<file path="src/rtl/dsp_frame_fifo.sv">
// dsp_frame_fifo: packs per-channel sample strobes into NUM_CH-wide frames and
// buffers up to DEPTH frames behind a first-word-fall-through valid/ready port.
// Sticky flags report full-buffer pushes and sync/channel misalignment.
module dsp_frame_fifo #(
    parameter int PKT_WIDTH = 16,
    parameter int NUM_CH    = 2,
    parameter int DEPTH     = 8,
    parameter int OVF_MODE  = 0
) (
    input  logic                        clkDSP_i,
    input  logic                        rstDSP_n_i,
    input  logic [PKT_WIDTH-1:0]        pktDSP_i,
    input  logic                        pktChangedDSP_i,
    input  logic                        frameSyncDSP_i,
    output logic [NUM_CH*PKT_WIDTH-1:0] frameDSP_o,
    output logic                        frameValidDSP_o,
    input  logic                        frameReadyDSP_i,
    output logic [$clog2(DEPTH+1)-1:0]  levelDSP_o,
    output logic                        overflowDSP_o,
    output logic                        misalignDSP_o,
    input  logic                        clrFlagsDSP_i
);

    localparam int FW = NUM_CH * PKT_WIDTH;
    localparam int AW = $clog2(DEPTH);
    localparam int LW = $clog2(DEPTH + 1);
    localparam int CW = (NUM_CH > 1) ? $clog2(NUM_CH) : 1;

    logic [CW-1:0] ch_idx_q, ch_idx_d;
    logic [FW-1:0] part_q, part_d;
    logic [AW-1:0] wr_ptr_q, wr_ptr_d, rd_ptr_q, rd_ptr_d;
    logic [LW-1:0] level_q, level_d;
    logic          ovf_q, ovf_d, mis_q, mis_d;
    logic [FW-1:0] mem_q [DEPTH];

    logic push, pop, full, wr_en, mis_set, ovf_set;

    // Assembler: walk chIdx over the channels, hunting for sync at channel 0.
    // part_d already holds the current sample, so it is the completed frame.
    always_comb begin
        part_d   = part_q;
        ch_idx_d = ch_idx_q;
        push     = 1'b0;
        mis_set  = 1'b0;
        if (pktChangedDSP_i) begin
            if (ch_idx_q == '0) begin
                if (frameSyncDSP_i) begin
                    part_d[0 +: PKT_WIDTH] = pktDSP_i;
                    if (NUM_CH == 1) push = 1'b1;
                    else             ch_idx_d = CW'(1);
                end else begin
                    mis_set = 1'b1;
                end
            end else if (frameSyncDSP_i) begin
                // Sync mid-frame: abandon the partial frame and restart on this sample.
                mis_set                = 1'b1;
                part_d[0 +: PKT_WIDTH] = pktDSP_i;
                ch_idx_d               = CW'(1);
            end else begin
                part_d[int'(ch_idx_q)*PKT_WIDTH +: PKT_WIDTH] = pktDSP_i;
                if (ch_idx_q == CW'(NUM_CH - 1)) begin
                    push     = 1'b1;
                    ch_idx_d = '0;
                end else begin
                    ch_idx_d = ch_idx_q + CW'(1);
                end
            end
        end
    end

    // Buffer control: level is kept apart from the pointers so full/empty never alias.
    always_comb begin
        pop      = frameValidDSP_o && frameReadyDSP_i;
        full     = (level_q == LW'(DEPTH));
        wr_en    = 1'b0;
        ovf_set  = 1'b0;
        wr_ptr_d = wr_ptr_q;
        rd_ptr_d = rd_ptr_q;
        level_d  = level_q;
        if (pop) begin
            rd_ptr_d = rd_ptr_q + AW'(1);
            level_d  = level_q - LW'(1);
        end
        if (push) begin
            if (!full || pop) begin
                wr_en    = 1'b1;
                wr_ptr_d = wr_ptr_q + AW'(1);
                level_d  = pop ? level_q : level_q + LW'(1);
            end else begin
                ovf_set = 1'b1;
                if (OVF_MODE == 1) begin
                    // Overwrite the oldest slot; the read side skips past it.
                    wr_en    = 1'b1;
                    wr_ptr_d = wr_ptr_q + AW'(1);
                    rd_ptr_d = rd_ptr_q + AW'(1);
                end
            end
        end
    end

    // Sticky flags: a set event in the same cycle wins over a clear.
    always_comb begin
        ovf_d = ovf_set ? 1'b1 : (clrFlagsDSP_i ? 1'b0 : ovf_q);
        mis_d = mis_set ? 1'b1 : (clrFlagsDSP_i ? 1'b0 : mis_q);
    end

    // Control state register with asynchronous reset.
    always_ff @(posedge clkDSP_i or negedge rstDSP_n_i) begin
        if (!rstDSP_n_i) begin
            ch_idx_q <= '0;
            part_q   <= '0;
            wr_ptr_q <= '0;
            rd_ptr_q <= '0;
            level_q  <= '0;
            ovf_q    <= 1'b0;
            mis_q    <= 1'b0;
        end else begin
            ch_idx_q <= ch_idx_d;
            part_q   <= part_d;
            wr_ptr_q <= wr_ptr_d;
            rd_ptr_q <= rd_ptr_d;
            level_q  <= level_d;
            ovf_q    <= ovf_d;
            mis_q    <= mis_d;
        end
    end

    // Frame storage; contents are never reset, validity comes from the level.
    always_ff @(posedge clkDSP_i) begin
        if (wr_en) mem_q[wr_ptr_q] <= part_d;
    end

    assign frameValidDSP_o = (level_q != '0);
    assign frameDSP_o      = frameValidDSP_o ? mem_q[rd_ptr_q] : '0;
    assign levelDSP_o      = level_q;
    assign overflowDSP_o   = ovf_q;
    assign misalignDSP_o   = mis_q;

endmodule

</file>
<file path="config.mk">
export PLATFORM = sky130hd
export DESIGN_NAME = dsp_frame_fifo
export DESIGN_NICKNAME = d
export VERILOG_FILES = /design/src/rtl/dsp_frame_fifo.sv
export SDC_FILE = /design/constraint.sdc
export NUM_CORES = 1
export LEC_CHECK = 0
export BUFFER_PORTS_ARGS = -buffer_cell sky130_fd_sc_hd__buf_4
export CAP_MARGIN = 20
export CORE_ASPECT_RATIO = 0.75
export CORE_UTILIZATION = 40
export DETAILED_ROUTE_END_ITERATION = 8
export HOLD_SLACK_MARGIN = 0.05
export PLACE_DENSITY = 0.52
export SLEW_MARGIN = 5
export SYNTH_ARGS = -nofsm -noshare
export SYNTH_HDL_FRONTEND = slang
export SYNTH_SLANG_ARGS = --single-unit
</file>
<file path="constraint.sdc">
create_clock -name clkDSP_i -period 5.1 [get_ports clkDSP_i]
set_input_delay 0.765 -clock clkDSP_i [delete_from_list [all_inputs] [get_ports clkDSP_i]]
set_output_delay 0.765 -clock clkDSP_i [all_outputs]
set_load 0.05 [all_outputs]
</file>
Word level (Yosys, flattened, before mapping):

Memories as Yosys holds them, arrays and structs flattened.
Index checks and enable logic that the tools add are counted.

* bits in writable memories: 256
* word-level logic and storage cells: 51
* register bits after elaboration: 45
* memories: 1

Memories
* mem_q: depth 8, bits a word 32, read ports 1, clocked after Yosys merged registers in 0, wr ports 1, RTL line 34 `logic [FW-1:0] mem_q [DEPTH];`

* muxes and demuxes: 27
* add/sub/neg operators: 5
* shift operators: 2
* equality and inequality tests: 2
* reduce and logical (&&, ||, !) cells: 7

Operators by type and width (count)
* $mux W16: 5
* $mux W32: 2
* $neg A5 Y33: 1
* $shift A16 B33 Y32 const A: 1
* $shiftx A16 B33 Y32: 1
* $bwmux W32: 1
* $mux W4: 4
* $mux W1: 15
* $add A3 B1 Y3 const B: 2
* $add A4 B1 Y4 const B: 1
* $eq A4 B4 Y1 const B: 1
* $reduce_bool A2 Y1: 2
* $reduce_bool A4 Y1: 1
* $sub A4 B1 Y4 const B: 1
* $ne A3 B3 Y1 const B: 1
* $reduce_and A2 Y1: 1
* $logic_and A1 B1 Y1: 1
* $logic_not A1 Y1: 1
* $logic_or A1 B1 Y1: 1

Logic depth before layout (Yosys ltp):

* depth after elaboration: 7
* gate-level depth with buffers: 9
* depth with buffers taken out: 9

Worst setup path before layout:

OpenSTA, ideal clock, no wires.

* path type: input to register
* from: in frameSyncDSP_i
* to: mem mem_q[0][0] (netlist bit) (enable)
* path slack: 0.090 ns
* stages: 6
* data arrival time: 4.509 ns
* cell sequence: inv_1 ha_1 nand2_1 inv_1 nand2_1 nor4_1

* longest elaborated chain between the ends: 6

RTL lines
* start: declaration: RTL line 14 `input logic frameSyncDSP_i,`
* $mux W1: RTL line 54 `end else if (frameSyncDSP_i) begin`
* $mux W1: RTL line 46 `if (ch_idx_q == '0) begin`
* $mux W1: RTL line 45 `if (pktChangedDSP_i) begin`
* $mux W1: RTL line 84 `if (push) begin`
* $mux W1: RTL line 130 `if (wr_en) mem_q[wr_ptr_q] <= part_d;`
* $mux W1 (not written as such): RTL line 130
* end: declaration: RTL line 34

No other way between the ends.

Worst setup path in the final report:

* from: reg rd_ptr_q[1]
* to: out frameDSP_o[20]

* longest elaborated chain between the ends: 2

RTL lines
* start: declaration: RTL line 31 `logic [AW-1:0] wr_ptr_q, wr_ptr_d, rd_ptr_q, rd_ptr_d;`
* start signal: assignment: RTL line 121 `rd_ptr_q <= rd_ptr_d;`
* $mem_v2 Z8 W32
* $mux W32: RTL line 134 `assign frameDSP_o = frameValidDSP_o ? mem_q[rd_ptr_q] : '0;`
* end: declaration: RTL line 15 `output logic [NUM_CH*PKT_WIDTH-1:0] frameDSP_o,`

No other way between the ends.

==> impl_metrics.tcl <==
set metrics [dict create \
    status "finished clean" \
    place_hpwl_um 15800 \
    synth_compound_area_share_pct 9.17 \
    synth-seq-cells 301 \
    p_clk_share_pct 25.2 \
    period_needed_ps 4090 \
    avgSynthCellArea_sq_um 18.3 \
    design_area_sq_um 14100 \
    antennaDiodeCount 0 \
    drt_iter0_drc 328 \
    drc 0 \
    yosys.area.top_type_share_pct 63.0 \
    synth_cell_types 45 \
    max_stage_delay_ps 1040 \
    drive_gt1_share_pct 38.1 \
    worstReg2RegStart "levelDSP_o[0]" \
    holdBufCountCts 0 \
    cts-resized-gates 0 \
    slew_headroom_pct 30.3 \
    worstSetupEndpointType "output port" \
    clock_latency_ps 560 \
    numCtsBuffers 30 \
    h-tree-depth 1 \
    cts_tree "yes" \
    p_leak_uw 0.00479 \
    grt.total_usage_pct 18.6 \
    yosys.cell_count.top_type "edfxtp_1" \
    fp.dieArea_sq_um 31200 \
    cp_data_arrival_time_ps 3330 \
    path_delay_family "flip-flops" \
    grt_setup_unrepaired "false" \
    synth_fa_ha_area_share_pct 0.718 \
    port_buffers 60 \
    tns_ps 0 \
    grt-ovfl-total 0 \
    clk_pin_slew_ps 60 \
    dpl-instance-area_sq_um 13100 \
    fillerInstances 2476 \
    switching_share_pct 38.4 \
    crit_buf_inv 2 \
    power_frac_comb_pct 39.2 \
    max_cap_viol_count 0 \
    final_antenna_net_count 0 \
    ys_async_sr_fraction_pct 15.0 \
    startpoint_type "flip-flop" \
    cp-startpoint "rd_ptr_q[1]" \
    slowest_stage "dfrtp_4" \
    gp_congestion 0.713 \
    syn2layout_area_growth_pct 15.7 \
    internal_power_uw 5450 \
    cts.sinks 301 \
    vdd_ir_drop_max_mv 0.390 \
    switchingPower_uw 3400 \
    vias_per_cell 5.40 \
    initial_core_util_pct 41.3 \
    worst_pin_slew_ps 1050 \
    wire_per_inst_um 24.6 \
    synth_edf_count 256 \
    crit_chain "buf_4 -> mux2_2 -> o22ai_1 -> a2111oi_2 -> buf_4" \
    fp.dieH_um 153 \
    seq_area_sq_um 8820 \
    grt_max_degree 72 \
    ys.warnings.count 0 \
    synth_top_area_cell "edfxtp_1" \
    crit_top_cell "buf_4" \
    fmax_mhz 244 \
    synth_commonest_cells "edfxtp_1, mux2_2, dfrtp_1, nor2b_1, o22ai_1" \
    synth_ff_type "edfxtp_1" \
    wirelength_um 28500 \
    vias 6243 \
    setup_viol 0 \
    cts_root_buf "clkbuf_16" \
    netlist_top_cells_area "edfxtp_1, dfrtp_1, mux2_2" \
    cp.required_ps 4340 \
    syn-num-nets 697 \
    first_pass_iters 4 \
    seq_power_share_pct 35.6 \
    finalHoldViolations 0 \
    crit_fanout 71 \
    io_pins 61 \
    synth_top_family_by_area "multiplexers" \
    clockBufferDepth 3 \
    postCtsSetupBuffers 0 \
    fin_worst_skew_ps 10.6 \
    multiInputGateArea_sq_um 3150 \
    synth_xor_xnor_area_share_pct 0.359 \
    worstSetupPathType "flip-flop to output port" \
    hold_path.class "input pin to asynchronous set/reset pin" \
    synth_area_sq_um 12200 \
    row_count 54 \
    ys_seq_area_share_pct 72.2 \
    fp.dieW_um 204 \
    final_nets 770 \
    p_per_area_nw_per_um2 627 \
    core-area_sq_um 29500 \
    fin_crit_sh_pct 80.3 \
    synth_mux_area_share_pct 11.7 \
    grt_pass1_wl_um 42600 \
    grt_pass1_vias 6521 \
    drv_slew 0 \
    synth_cells 668 \
    antenna_found_initial 1 \
    yosys.area_share.simple_pct 3.38 \
]
## worst paths after layout
check                           cells past startpoint             end  slack [ps]
worst min-delay path                                1      part_q[27]         260
min in group clkDSP_i                               2   overflowDSP_o         410
worst max-delay path                                5  frameDSP_o[20]        1010
worst min register to register                      2   misalignDSP_o         540
max in group asynchronous                           1     rd_ptr_q[1]        4300
worst max register to register                     10   levelDSP_o[3]        2140
## power by group through the flow
stage	sequential, uW	clock (uW)	combinational, uW
3_5_place_dp	3200	0	3500
4_1_cts	3150	2290	3500
5_1_grt	3180	2380	3690
6_report	3150	2230	3470
3_3_place_gp	3190	0	3440
2_1_floorplan	3120	0	2650
## cell type report
| class | instances | share of cell area (%) |
|---|---|---|
| sequential | 301 | 62.5 |
| clock inverter | 13 | 1.03 |
| inverter | 10 | 0.266 |
| tap | 392 | 3.47 |
| timing repair buffer | 78 | 4.38 |
| multi-input combinational | 320 | 22.3 |
| clock buffer | 42 | 6.07 |
## sequential cells by signal, indices dropped and copies added, names as in the netlist, named ones only
name           cells
wr_ptr_q           3
part_q            32
overflowDSP_o      1
mem_q            256
ch_idx_q           1
levelDSP_o         3
misalignDSP_o      1
rd_ptr_q           3
## cells by family (layout without fill, tap and decap cells)
logic type | count (synthesis) | count (layout)
simple gates | 68 | 68
flops | 301 | 301
compound gates | 110 | 110
mux | 130 | 130
buf+inv | 47 | 143
xor+xnor | 5 | 5
fa+ha+maj | 7 | 7
## metrics by stage
step / setup WS (ps) / util (%) / std cells / total power, uW / hold WS, ps
after floorplan: 90.1 / - / 668 / 5770 / 469
after global placement: 1610 / 44.3 / 1099 / 6630 / 517
after detailed placement: 1580 / 44.3 / 1099 / 6700 / 535
after CTS: 967 / 47.7 / 1154 / 8940 / 262
after global routing: 782 / 47.8 / 1156 / 9240 / 297
final: 1010 / 47.8 / 1156 / 8850 / 258
## worst reg2reg max path, cell delays in order (launching register included)
cell	delay [ps]
dfrtp_1	450
inv_1	110
ha_1	200
nor3b_4	190
buf_4	630
inv_2	190
and2_4	230
ha_1	250
and3b_1	280
a22oi_1	110
a22o_1	210
## routing by layer
metal | up-vias | GRT usage, % | routed length (um)
met5 | - | 0 | 19
met3 | 36 | 3.52 | 1180
met4 | 2 | 3.29 | 353
met1 | 3260 | 26.9 | 13600
met2 | 122 | 29.4 | 13400
li1 | 2823 | - | -
## placed cells by master, fill, tap and decap left out, drive strengths merged, types with 4 or more instances in the layout
cell	count
nor2	5
inv	11
dfrtp	45
mux2	98
nand2	9
o22ai	33
buf	78
a2111oi	32
clkinv	9
clkbuf	42
mux2i	32
nor3	4
edfxtp	256
nor2b	33
nand3	4
xnor2	4
ha	7
a211oi	32
(Power assumes the default switching activity.)
